### src/rtl/lsu_mem_ctrl.sv
// Load/store initiator for the word-addressed data memory.
// Sub-word stores go through read-modify-write; loads are extended.
module lsu_mem_ctrl #(
  parameter int MEM_WORDS = 128
) (
  input  logic        clk,
  input  logic        rst_n,
  input  logic        req_valid,
  output logic        req_ready,
  input  logic        req_write,
  input  logic [1:0]  req_size,
  input  logic        req_signed,
  input  logic [31:0] req_addr,
  input  logic [31:0] req_wdata,
  output logic        resp_valid,
  output logic [31:0] resp_rdata,
  output logic        resp_err,
  output logic [31:0] Address,
  output logic [31:0] WriteData,
  input  logic [31:0] ReadData,
  output logic        MemRead,
  output logic        MemWrite
);

  typedef enum logic [1:0] {
    IDLE,
    RD,
    WR,
    RESP
  } state_t;

  state_t state, state_n;

  logic        wr_q;
  logic [1:0]  size_q;
  logic        sgn_q;
  logic [1:0]  off_q;
  logic [31:0] wdata_q;
  logic        err_q;
  logic [31:0] rdata_q;

  logic [31:0] widx;
  logic        oor;
  logic        req_err;
  logic        accept;
  logic        word_st;

  logic [7:0]  lane_b;
  logic [15:0] lane_h;
  logic [31:0] ld_data;
  logic [31:0] merged;

  assign widx    = {2'b00, req_addr[31:2]};
  assign oor     = widx >= 32'(MEM_WORDS);
  assign req_err = (req_size == 2'b11)
                 | ((req_size == 2'b01) & req_addr[0])
                 | ((req_size == 2'b10) & (req_addr[1:0] != 2'b00))
                 | oor;
  assign accept  = (state == IDLE) & req_valid;
  assign word_st = req_write & (req_size == 2'b10);

  always_comb begin
    state_n = state;
    unique case (state)
      IDLE: begin
        if (req_valid) begin
          if (req_err)      state_n = RESP;
          else if (word_st) state_n = WR;
          else              state_n = RD;
        end
      end
      RD:      state_n = wr_q ? WR : RESP;
      WR:      state_n = RESP;
      RESP:    state_n = IDLE;
      default: state_n = IDLE;
    endcase
  end

  assign req_ready  = (state == IDLE);
  assign MemRead    = (state == RD);
  assign MemWrite   = (state == WR);
  assign resp_valid = (state == RESP);
  assign resp_err   = (state == RESP) & err_q;
  assign resp_rdata = rdata_q;

  assign lane_b = ReadData[{off_q, 3'b000} +: 8];
  assign lane_h = off_q[1] ? ReadData[31:16] : ReadData[15:0];

  always_comb begin
    ld_data = ReadData;
    unique case (size_q)
      2'b00:   ld_data = {{24{sgn_q & lane_b[7]}}, lane_b};
      2'b01:   ld_data = {{16{sgn_q & lane_h[15]}}, lane_h};
      default: ld_data = ReadData;
    endcase
  end

  // Only the addressed lane changes; the rest of the word comes from memory.
  always_comb begin
    merged = ReadData;
    unique case (size_q)
      2'b00:   merged[{off_q, 3'b000} +: 8] = wdata_q[7:0];
      2'b01:   merged[{off_q[1], 4'b0000} +: 16] = wdata_q[15:0];
      default: merged = wdata_q;
    endcase
  end

  always_ff @(posedge clk or negedge rst_n) begin
    if (!rst_n) begin
      state <= IDLE;
    end else begin
      state <= state_n;
    end
  end

  always_ff @(posedge clk or negedge rst_n) begin
    if (!rst_n) begin
      wr_q      <= 1'b0;
      size_q    <= 2'b00;
      sgn_q     <= 1'b0;
      off_q     <= 2'b00;
      wdata_q   <= 32'h0;
      err_q     <= 1'b0;
      rdata_q   <= 32'h0;
      Address   <= 32'h0;
      WriteData <= 32'h0;
    end else begin
      if (accept) begin
        wr_q      <= req_write;
        size_q    <= req_size;
        sgn_q     <= req_signed;
        off_q     <= req_addr[1:0];
        wdata_q   <= req_wdata;
        err_q     <= req_err;
        rdata_q   <= 32'h0;
        Address   <= widx;
        WriteData <= req_wdata;
      end
      if (state == RD) begin
        if (wr_q) WriteData <= merged;
        else      rdata_q   <= ld_data;
      end
    end
  end

endmodule

### config.mk
export PLATFORM = sky130hd
export DESIGN_NAME = lsu_mem_ctrl
export DESIGN_NICKNAME = d
export VERILOG_FILES = /design/src/rtl/lsu_mem_ctrl.sv
export SDC_FILE = /design/constraint.sdc
export NUM_CORES = 1
export LEC_CHECK = 0
export ABC_AREA = 1
export CORE_MARGIN = 4
export CORE_UTILIZATION = 40
export DETAILED_ROUTE_END_ITERATION = 6
export GPL_TIMING_DRIVEN = 0
export HOLD_SLACK_MARGIN = 0.05
export PLACE_DENSITY = 0.69
export SLEW_MARGIN = 20
export SYNTH_ARGS = -nofsm -noshare
export SYNTH_HDL_FRONTEND = slang
export SYNTH_SLANG_ARGS = --single-unit
### constraint.sdc
create_clock -name clk -period 4.5 [get_ports clk]
set_input_delay 0.9 -clock clk [delete_from_list [all_inputs] [get_ports clk]]
set_output_delay 0.9 -clock clk [all_outputs]
set_load 0.05 [all_outputs]
==> run_results.csv <==
group,metric,value,unit
floorplanning,start_util,40.68,%
route,wire_per_inst,17.83,um
floorplanning,dieWidth,143.4,um
yosys,synth_top_cell_area_share,46.08,%
timing,period_minus_slack,2.912,ns
pwr,vdd_ir_drop_max,0.4139,mV
pwr,pwr-share-seq,25.3,%
route,drt_wl_total,26780,um
timing,maxSlewViolCount,0,
floorplanning,num_rows,49,
floorplanning,core_area,18020,sq um
timing,rsz0062_at_grt,"false",
critical_path,cp.required,3.60,ns
critical_path,worstSetupPathType,"flip-flop to output port",
yosys,syn_area,7332,sq um
yosys,ys_seq_elements,135,
yosys,ys_warn_count,0,
route,firstDrtPassIters,7,
clock_tree,cts.sinks,135,
pwr,power.switching,0.004181,W
finish,final_cell_mix,"nand2_1 (384), clkdlybuf4s50_1 (200), dfrtp_1 (135), o21ai_0 (94), a21oi_1 (93)",
route,vias,7752,
timing,finalCritPeriodShare,64.71,%
clock_tree,clk_path_buf_depth,2,
route,detail-route-antenna-nets,0,
global_routing,antenna_found_initial,0,
finish,syn_to_final_growth,40.32,%
timing,hold_violations,0,
finish,final_common_cell,"nand2_1",
timing,max_freq,343.4,MHz
clock_tree,cts.clk_slew.worst_paths,0.06,ns
pwr,p_int,0.004152,W
yosys,synth_seq_area_share,46.08,%
floorplanning,ios,204,
critical_path,crit_fanout,5,
run_status,status,"complete, but fails checks",
placement,placed_cell_area,9667,sq um
yosys,syn_avg_cell_area,7.064,sq um
finish,final_layout_size_suffix_gt1_share,4.949,%
pwr,p_leak,5.091,nW
yosys,synth_edf_count,0,
critical_path,cp.arrival,2.01,ns
pwr,swShare,50.17,%
finish,final_design_area_no_fill,10290,sq um
route,dr.first_iter.drc_count,734,
timing,fin_skew,0.005791,ns
yosys,async_flop_share,100.0,%
timing,relSlewSlack,52.52,%
pwr,clkPwrFrac,17.8,%
hold_path,min_path_type,"input pin to asynchronous set/reset pin",
floorplanning,die_area,20560,sq um
pwr,power-per-cell-area,809.9,nW/um^2
finish,diodes,0,
clock_tree,root_buffer,"clkbuf_16",
critical_path,cp-start-kind,"flip-flop",
floorplanning,fp.dieH,143.4,um
timing,hold-worst-slack,0.3746,ns
timing,tightest_slew,0.7123,ns
timing,setup_violations,0,
placement,gp_congestion,0.9711,
global_routing,grt_pass1_vias,7412,
yosys,synthCells,1038,
clock_tree,clock_latency,0.42,ns
route,drc,2,
clock_tree,cts_setup_buffers,0,
yosys,synth_top_cell_by_area,"dfrtp_1",
clock_tree,cts-buffers-inserted,17,
global_routing,track_usage,25.84,%
placement,portBuffers,201,
clock_tree,cts_hold_buf,0,
pwr,p_comb_share,56.9,%
placement,place_hpwl,20280,um
run_status,violations,"design-rule violations",
clock_tree,h-tree-depth,4,
yosys,synth_area_leaders,"dfrtp_1 (46%), nand2_1 (20%), o21ai_0 (6.4%), a21oi_1 (6.3%), nor2_1 (4.1%)",
global_routing,grt_pass1_wl,40950,um
yosys,synth_cell_type_count,27,
clock_tree,cts_tree,"built",
run,max-cap-violations,0,
route,viasPerCell,5.161,
clock_tree,cts_resized,0,
finish,finalNetCount,1372,
global_routing,grt_overflow,0,
yosys,synth_ff_type,"dfrtp_1",
global_routing,grt_max_degree,91,
critical_path,worst_setup_path_end_kind,"output port",
[sequential cells by signal, indices dropped and copies added, names as in the netlist]
register    cells
Address        30
WriteData      32
err_q           1
off_q           2
resp_rdata     32
sgn_q           1
size_q          2
state           2
wdata_q        32
wr_q            1
[power by group through the flow]
stage | Sequential, W | Combinational [W] | Clock [W]
floorplan | 0.00330 | 0.00192 | 0
global placement | 0.00211 | 0.00466 | 0
detailed placement | 0.00211 | 0.00470 | 0
CTS | 0.00211 | 0.00472 | 0.00149
global route | 0.00216 | 0.00513 | 0.00155
finish | 0.00211 | 0.00474 | 0.00148
[cell families (layout without fill, tap and decap cells)]
| family | Yosys count | count (layout) | share of synthesized area, % |
|---|---|---|---|
| AO/OA/AOI/OAI | 221 | 221 | 15.68 |
| adder cells (fa/ha/maj) | 9 | 9 | 1.536 |
| buffers and inverters | 137 | 371 | 7.560 |
| flip-flops | 135 | 135 | 46.08 |
| other | 1 | 2 | 0.05115 |
| AND/OR/NAND/NOR | 535 | 535 | 29.10 |
[final timing paths]
kind	slack, ns	endpoint	start	cells after the start
max reg2reg	2.36	WriteData[26]$_DFF_PN0_	off_q[1]$_DFFE_PN0P_	9
max	1.59	req_ready	state[0]$_DFFE_PN0P_	3
min reg2reg	0.48	Address[0]$_DFFE_PN0P_	Address[0]$_DFFE_PN0P_	2
min	0.37	Address[6]$_DFFE_PN0P_	rst_n	1
min in group clk	0.48	Address[0]$_DFFE_PN0P_	Address[0]$_DFFE_PN0P_	2
max in group asynchronous	3.32	wdata_q[5]$_DFFE_PN0P_	rst_n	2
[synthesized netlist by cell type (2+ instances only)]
| master | n |
|---|---|
| a21boi_1 | 2 |
| buf_1 | 7 |
| nand3_1 | 60 |
| a21oi_1 | 93 |
| nor3_1 | 3 |
| buf_2 | 11 |
| inv_1 | 70 |
| o22ai_1 | 17 |
| o211ai_1 | 7 |
| nand2_1 | 384 |
| clkbuf_1 | 36 |
| dfrtp_1 | 135 |
| ha_1 | 9 |
| buf_4 | 5 |
| o21ai_0 | 94 |
| nor2_1 | 81 |
| inv_2 | 6 |
| o21ai_1 | 8 |
| nor2_2 | 2 |
[per-layer routing]
layer / share of wire [%] / GRT usage (%) / vias to the layer above
met2: 45 / 41.05 / 368
li1: - / - / 3771
met5: 0 / 0 / -
met1: 44 / 35.47 / 3567
met3: 7.8 / 4.493 / 46
met4: 3.1 / 9.812 / 0
[cell type report]
class | count | area, sq um
multi-input combinational | 767 | 3403
buffer | 60 | 265.3
clock inverter | 13 | 168.9
fill | 1771 | 7736
inverter | 77 | 289.0
sequential | 135 | 3378
clock buffer | 19 | 452.9
timing repair buffer | 202 | 2044
tap | 229 | 286.5
[per-stage QoR]
stage               worst slack [ns]  setup TNS, ns  utilization, %  power [W]  std cells
finish                         1.588              0           57.08   0.008333       1502
global route                   1.480              0           57.08   0.008843       1502
CTS                            1.579              0           57.08   0.008325       1502
detailed placement             1.836              0           53.63   0.006817       1470
global placement              -3.050        -409.72           53.45   0.006772       1469
floorplan                      2.339              0               -   0.005220       1039
[worst max-delay path, stage by stage (launching register included)]
cell	delay (ns)
dfrtp_1	0.40
inv_1	0.10
ha_1	0.25
clkdlybuf4s50_1	0.84
No activity file was read; power rests on OpenSTA's default activity.
